### src/rtl/q3a_window_monitor.sv
// Frame monitor for the 3-cycle window detector: groups windows into frames, counts hits,
// flags runs of consecutive hits, and hands each frame result out through a 1-entry register.
module q3a_window_monitor #(
    parameter int FRAME_WIN = 8,
    parameter int CNT_W     = 4,
    parameter int RUN_ALARM = 3
) (
    input  logic             clk,
    input  logic             reset,
    input  logic             start,
    input  logic             stop,
    input  logic             win_stb,
    input  logic             z,
    output logic             res_valid,
    input  logic             res_ready,
    output logic [CNT_W-1:0] res_hits,
    output logic             res_alarm,
    output logic             res_drop,
    output logic             busy
);

    typedef enum logic [1:0] {IDLE, ARM, RUN} state_t;

    localparam logic [CNT_W-1:0] LAST_WIN = CNT_W'(FRAME_WIN - 1);
    localparam logic [CNT_W-1:0] RUN_MAX  = CNT_W'(RUN_ALARM);

    state_t           state, state_next;
    logic [CNT_W-1:0] win_cnt, hits, run;
    logic             alarm_acc;

    logic [CNT_W-1:0] hits_next, run_next;
    logic             alarm_next;
    logic             stb_run, frame_end, transfer, load, drop_now;

    // NOTE: state registers update with non-blocking assignments so every flop
    // samples the pre-edge values, independent of statement order.
    always_ff @(posedge clk) begin
        if (reset) state <= IDLE;
        else       state <= state_next;
    end

    // NOTE: every always_comb output is given a default first; a path that leaves
    // one unassigned would infer a latch.
    always_comb begin
        state_next = state;
        case (state)
            IDLE:    if (start) state_next = ARM;
            ARM: begin
                if (stop)         state_next = IDLE;
                else if (win_stb) state_next = RUN;
            end
            RUN:     if (stop) state_next = IDLE;
            default: state_next = IDLE;
        endcase
    end

    // A stop on the same cycle as a strobe aborts the frame before that strobe counts.
    always_comb begin
        stb_run    = (state == RUN) && win_stb && !stop;
        hits_next  = hits + CNT_W'(z);
        run_next   = '0;
        if (z) run_next = (run == RUN_MAX) ? run : run + CNT_W'(1);
        alarm_next = alarm_acc || (run_next == RUN_MAX);
        frame_end  = stb_run && (win_cnt == LAST_WIN);
        transfer   = res_valid && res_ready;
        load       = frame_end && (!res_valid || res_ready);
        drop_now   = frame_end && res_valid && !res_ready;
    end

    always_ff @(posedge clk) begin
        if (reset) begin
            win_cnt   <= '0;
            hits      <= '0;
            run       <= '0;
            alarm_acc <= 1'b0;
            res_valid <= 1'b0;
            res_hits  <= '0;
            res_alarm <= 1'b0;
            res_drop  <= 1'b0;
        end else begin
            if (stb_run && !frame_end) begin
                win_cnt   <= win_cnt + CNT_W'(1);
                hits      <= hits_next;
                run       <= run_next;
                alarm_acc <= alarm_next;
            end else if (frame_end || state != RUN || stop) begin
                win_cnt   <= '0;
                hits      <= '0;
                run       <= '0;
                alarm_acc <= 1'b0;
            end

            // A transfer and a load in the same cycle keep res_valid high with the new frame.
            if (load) begin
                res_valid <= 1'b1;
                res_hits  <= hits_next;
                res_alarm <= alarm_next;
            end else if (transfer) begin
                res_valid <= 1'b0;
            end

            if (state == IDLE && start) res_drop <= 1'b0;
            else if (drop_now)          res_drop <= 1'b1;
        end
    end

    assign busy = (state != IDLE);

endmodule

### config.mk
export PLATFORM = sky130hd
export DESIGN_NAME = q3a_window_monitor
export DESIGN_NICKNAME = d
export VERILOG_FILES = /design/src/rtl/q3a_window_monitor.sv
export SDC_FILE = /design/constraint.sdc
export NUM_CORES = 1
export LEC_CHECK = 0
export CAP_MARGIN = 10
export CORE_MARGIN = 2
export CORE_UTILIZATION = 39
export DETAILED_ROUTE_END_ITERATION = 10
export GPL_ROUTABILITY_DRIVEN = 0
export PLACE_DENSITY = 0.65
export SLEW_MARGIN = 20
export SYNTH_ARGS = -nofsm -noshare
export SYNTH_HDL_FRONTEND = slang
export SYNTH_SLANG_ARGS = --single-unit
export TNS_END_PERCENT = 20
### constraint.sdc
create_clock -name clk -period 2.3 [get_ports clk]
set_input_delay 0.69 -clock clk [delete_from_list [all_inputs] [get_ports clk]]
set_output_delay 0.69 -clock clk [all_outputs]
set_load 0.005 [all_outputs]
[Word-level counts from Yosys, hierarchy flattened]
Index checks and enable logic that the tools add are counted.
Storage, ports and cells
  flip-flop bits (word level): 22
  bits in latches: 0
  bits in writable memories: 0
  memory bits (read-only): 0
  word-level logic and storage cells: 59
  memories kept: 0
Cells by class
  add/sub/neg operators: 3
  $mul: 0
  div/mod/pow operators: 0
  magnitude comparators: 0
  equality and inequality tests: 9
  shift-type cells: 0
  muxes and demuxes: 15
  bitwise gates (word level): 0
  reduce and logical (&&, ||, !) cells: 23
Operator list (number)
  2-to-1 mux 4 bit: 6
  logical AND 1 bit: 9
  adder 4 x 1 -> 4 bit, second input constant: 2
  == test 4 x 2 -> 1 bit, second input constant: 2
  2-to-1 mux 2 bit: 4
  inequality test 2 bit, second input constant: 3
  case mux 2 bit (3 select lines): 1
  nonzero test 2 bit: 3
  adder 4 x 1 -> 4 bit: 1
  == test 4 x 3 -> 1 bit, second input constant: 1
  zero test 1 bit: 4
  logical OR 1 bit: 4
  2-to-1 mux 1 bit: 4
  inequality test 3 bit, second input constant: 1
  AND reduction 3 bit: 1
  == test 2 x 1 -> 1 bit, second input constant: 1
  == test 2 bit, second input constant: 1
  zero test 2 bit: 1
  OR reduction 2 bit: 1

[Logic depth before layout (Yosys ltp)]
  depth in word-level cells: 8
  mapped depth: 8

[Worst setup path after synthesis]
Ideal clock, no wire load.
  path kind: input to register
  start point: input port win_stb
  end point: register alarm_acc
  library setup time: 78 ps
  arrival: 1607 ps
  data required time: 2222 ps
  path slack: 616 ps
  stages on the path: 4
  path buffers: 1
  cells stage by stage: buf_2 -> nor3_1 -> a21oi_1 -> nor3_1
On the way
  cells in the longest elaborated chain, start to end: 6
  elaborated cells between the ends (all ways): 9
  classes of those cells: mux (1); reduce/logical (8)
RTL lines
  start, declared: line 12  | input logic win_stb,
  logical AND 1 bit * (2 in series): line 59  | stb_run = (state == RUN) && win_stb && !stop;
  logical AND 1 bit: line 64  | frame_end = stb_run && (win_cnt == LAST_WIN);
  zero test 1 bit / logical OR 1 bit (equally long branches): line 81, 86
  logical AND 1 bit / logical OR 1 bit (equally long branches): line 81, 86
  2-to-1 mux 1 bit / nonzero test 2 bit (equally long branches)
  end signal, assigned: line 85  | alarm_acc <= alarm_next;
  end, declared: line 29  | logic alarm_acc;
Every way passes the cells marked *; elsewhere a longest branch is shown, timed or not.
A chain may end at the register's enable or synchronous reset.

[Worst setup path in the final report]
  start point: register state[0]
  end point: output port busy
On the way
  cells in the longest elaborated chain, start to end: 1
RTL lines
  start, declared: line 27  | state_t state, state_next;
  start signal, assigned: line 39  | else state <= state_next;
  nonzero test 2 bit: line 107  | assign busy = (state != IDLE);
  end, declared: line 19  | output logic busy
No other way between the ends.

==> flow_summary.yaml <==
outcome:
  outcome: "completed"
floorplanning:
  die_w_um: 56.7
  io-pin-count: 15
  start_util_pct: 40.3
  rows: 19
  core_area_sq_mm: 0.00269
  die_area_sq_mm: 0.00321
  die_h_um: 56.7
clocking:
  htree_levels: 1
  cts.repair.resized: 0
  post_cts_buffers: 0
  cts_buffer_depth: 2
  clkTransAtPathRegs_ns: 0.13
  numCtsBuffers: 3
  cts_tree: "done"
  root_buffer: "clkbuf_4"
  clk_latency_ns: 0.31
  postCtsHoldBufs: 0
  clock_sinks: 22
sta:
  finalMaxSlewViolations: 0
  fin_crit_sh_pct: 92.1
  tns_ns: 0
  tightest_slew_ns: 0.540
  grt_setup_unrepaired: "false"
  skew_ns: 0.0102
  max_slew_margin_pct: 63.9
  max_freq_mhz: 472
  setup_viol: 0
  period_needed_ns: 2.12
  setup_ws_ns: 0.183
  hold_violations: 0
flow_run:
  maxCapViolations: 0
grt:
  grtUsageTotal_pct: 13.8
  overflow: 0
  grt_pass1_vias: 827
  grt_first_pass_wirelength_um: 3530
  antenna_found_initial: 0
  grt_max_degree: 16
finish:
  drive_above_1_share_pct: 10.6
  fin_nets: 144
  diodes: 0
  area_delta_synth_final_pct: 21.3
worst_setup_path:
  slowest_stage: "clkdlybuf4s50_1"
  crit_family: "buffers and inverters"
  worstPathArrival_ns: 1.43
  path_max_fanout: 5
  slowest_delay_ns: 0.51
  crit_required_ns: 1.61
  cp_cell_sequence: "nor2_1 > inv_1 > clkdlybuf4s50_1"
  crit_type: "reg2out"
  worst_setup_path_start_kind: "flop"
  cp.buffers_inverters: 2
  endpoint_kind: "primary output"
routing:
  drtIter0Drc: 24
  num_vias: 887
  drt_first_pass_iters: 4
  drt_wl_total_um: 2030
  drcViolationCount: 0
  antenna_left: 0
  via_per_inst: 5.44
  wire_per_inst_um: 12.4
placement:
  place.port_buffers: 14
  pre_cts_ws_ns: 0.0443
  dpl.hpwl_um: 1430
power_and_ir_drop:
  ir_drop_mv: 0.365
  cellLeakagePower_nw: 0.520
  cellPowerDensity_mw_per_mm2: 553
synthesis:
  yosysUniqueCellTypes: 34
  synth_nets: 126
  ys_warn_count: 0
  avgSynthCellArea_sq_um: 9.41
  synth_cells: 115
  synth_seq_cells: 22
  synth-seq-area-share_pct: 40.7
  syn-cell-area_sq_mm: 0.00108
hold_path:
  hp-class: "reg2reg"
-- per-stage QoR --
step	utilization (%)	hold WS, ns	total power (W)	instance area [sq um]	std cells
5_1_grt	48.9	0.531	0.000755	1310	163
3_5_place_dp	46.9	0.481	0.000438	1260	159
2_1_floorplan	-	0.443	0.000414	1080	115
4_1_cts	48.9	0.499	0.000736	1310	163
3_3_place_gp	46.9	0.459	0.000436	1260	159
6_report	48.9	0.495	0.000726	1310	163
-- report_power, final --
part | switching (W) | internal, W | leakage, nW
combinational | 0.0000210 | 0.0000232 | 0.315
clock | 0.000120 | 0.000176 | 0.0279
sequential | 0.00000294 | 0.000383 | 0.177
total | 0.000144 | 0.000582 | 0.520
-- area by class of cell --
type	instances	area (sq um)
timing repair buffer	20	198
multi-input combinational	83	572
clock buffer	3	22.5
sequential	22	440
fill	258	1370
tap	31	38.8
clock inverter	1	30.0
inverter	3	11.3
-- layout by cell type (no fill, tap or decap), types with 2 or more instances in the layout --
| cell type | Yosys | routed |
|---|---|---|
| a21oi_1 | 6 | 6 |
| nor3_1 | 4 | 4 |
| and3b_1 | 2 | 2 |
| xor2_1 | 2 | 2 |
| nand2_1 | 4 | 4 |
| or2b_1 | 2 | 2 |
| buf_4 | 0 | 5 |
| nand2b_1 | 3 | 3 |
| a311oi_1 | 3 | 3 |
| inv_1 | 3 | 3 |
| xnor2_1 | 2 | 2 |
| nor2_1 | 16 | 16 |
| clkbuf_4 | 0 | 3 |
| nand3_1 | 6 | 6 |
| dfxtp_1 | 22 | 22 |
| a22oi_1 | 5 | 5 |
| clkdlybuf4s50_1 | 0 | 14 |
| a211oi_1 | 3 | 3 |
| mux2i_1 | 7 | 7 |
| ha_1 | 4 | 4 |
| nor3b_1 | 2 | 2 |
-- worst register-to-register path, cell delays in order, from the launching register on --
cell and delay, ns:
dfxtp_1 0.44, ha_1 0.26, nor3b_1 0.49, mux2i_1 0.29, a21oi_1 0.12, a211oi_1 0.22
-- cells in the mapped netlist --
cell type,count,area (sq um)
dfxtp_1,22,440
xor2_1,2,17.5
a211oi_1,3,22.5
inv_1,3,11.3
buf_12,1,20.0
nor3_1,4,20.0
mux2i_1,7,70.1
and3b_1,2,17.5
a22oi_1,5,37.5
clkbuf_1,3,11.3
buf_2,1,5.00
xnor2_1,2,17.5
nand3b_1,1,7.51
nor2b_1,1,6.26
buf_6,2,22.5
nand3_1,6,30.0
a21oi_1,6,30.0
or2b_1,2,15.0
a41oi_1,1,8.76
nor3b_4,1,18.8
o31ai_1,1,7.51
nand4_1,1,6.26
o21ba_2,1,10.0
ha_1,4,50.1
a31oi_1,1,6.26
nand2_1,4,15.0
nor3b_1,2,15.0
nand4_2,1,12.5
nor2_1,16,60.1
a311oi_1,3,26.3
nand2_2,1,6.26
nand2b_1,3,18.8
a32o_1,1,10.0
nand4b_1,1,8.76
-- path summary, 6_finish.rpt --
path	from	endpoint	slack, ns	cells after the start
max	state[0]$_SDFFE_PP0P_	busy	0.18	3
max reg2reg	run[0]$_SDFFE_PP0P_	res_alarm$_SDFFE_PP0P_	0.40	5
min	win_cnt[3]$_SDFFE_PP0P_	win_cnt[3]$_SDFFE_PP0P_	0.50	1
min reg2reg	win_cnt[3]$_SDFFE_PP0P_	win_cnt[3]$_SDFFE_PP0P_	0.50	1
-- flip-flops by register name, indices dropped and copies added, names as in the netlist --
register / cells
res_valid: 1
res_alarm: 1
hits: 4
alarm_acc: 1
run: 4
win_cnt: 4
state: 2
res_drop: 1
res_hits: 4
-- cell families after synthesis --
family	count (synthesis)	synth area share, %
fa+ha+maj	4	4.62
mux	7	6.47
flops	22	40.7
xor+xnor	4	3.24
buf+inv	10	6.47
compound gates	22	14.7
simple gates	46	23.8
-- per-layer routing --
layer	global-route usage, %	vias to the layer above	share of wire (%)
met5	0	-	0
met3	2.76	2	4.2
met1	17.4	418	48
met2	21.4	17	46
met4	8.16	0	0.84
li1	-	450	-
Note: power is estimated with default switching activity, not from simulation.
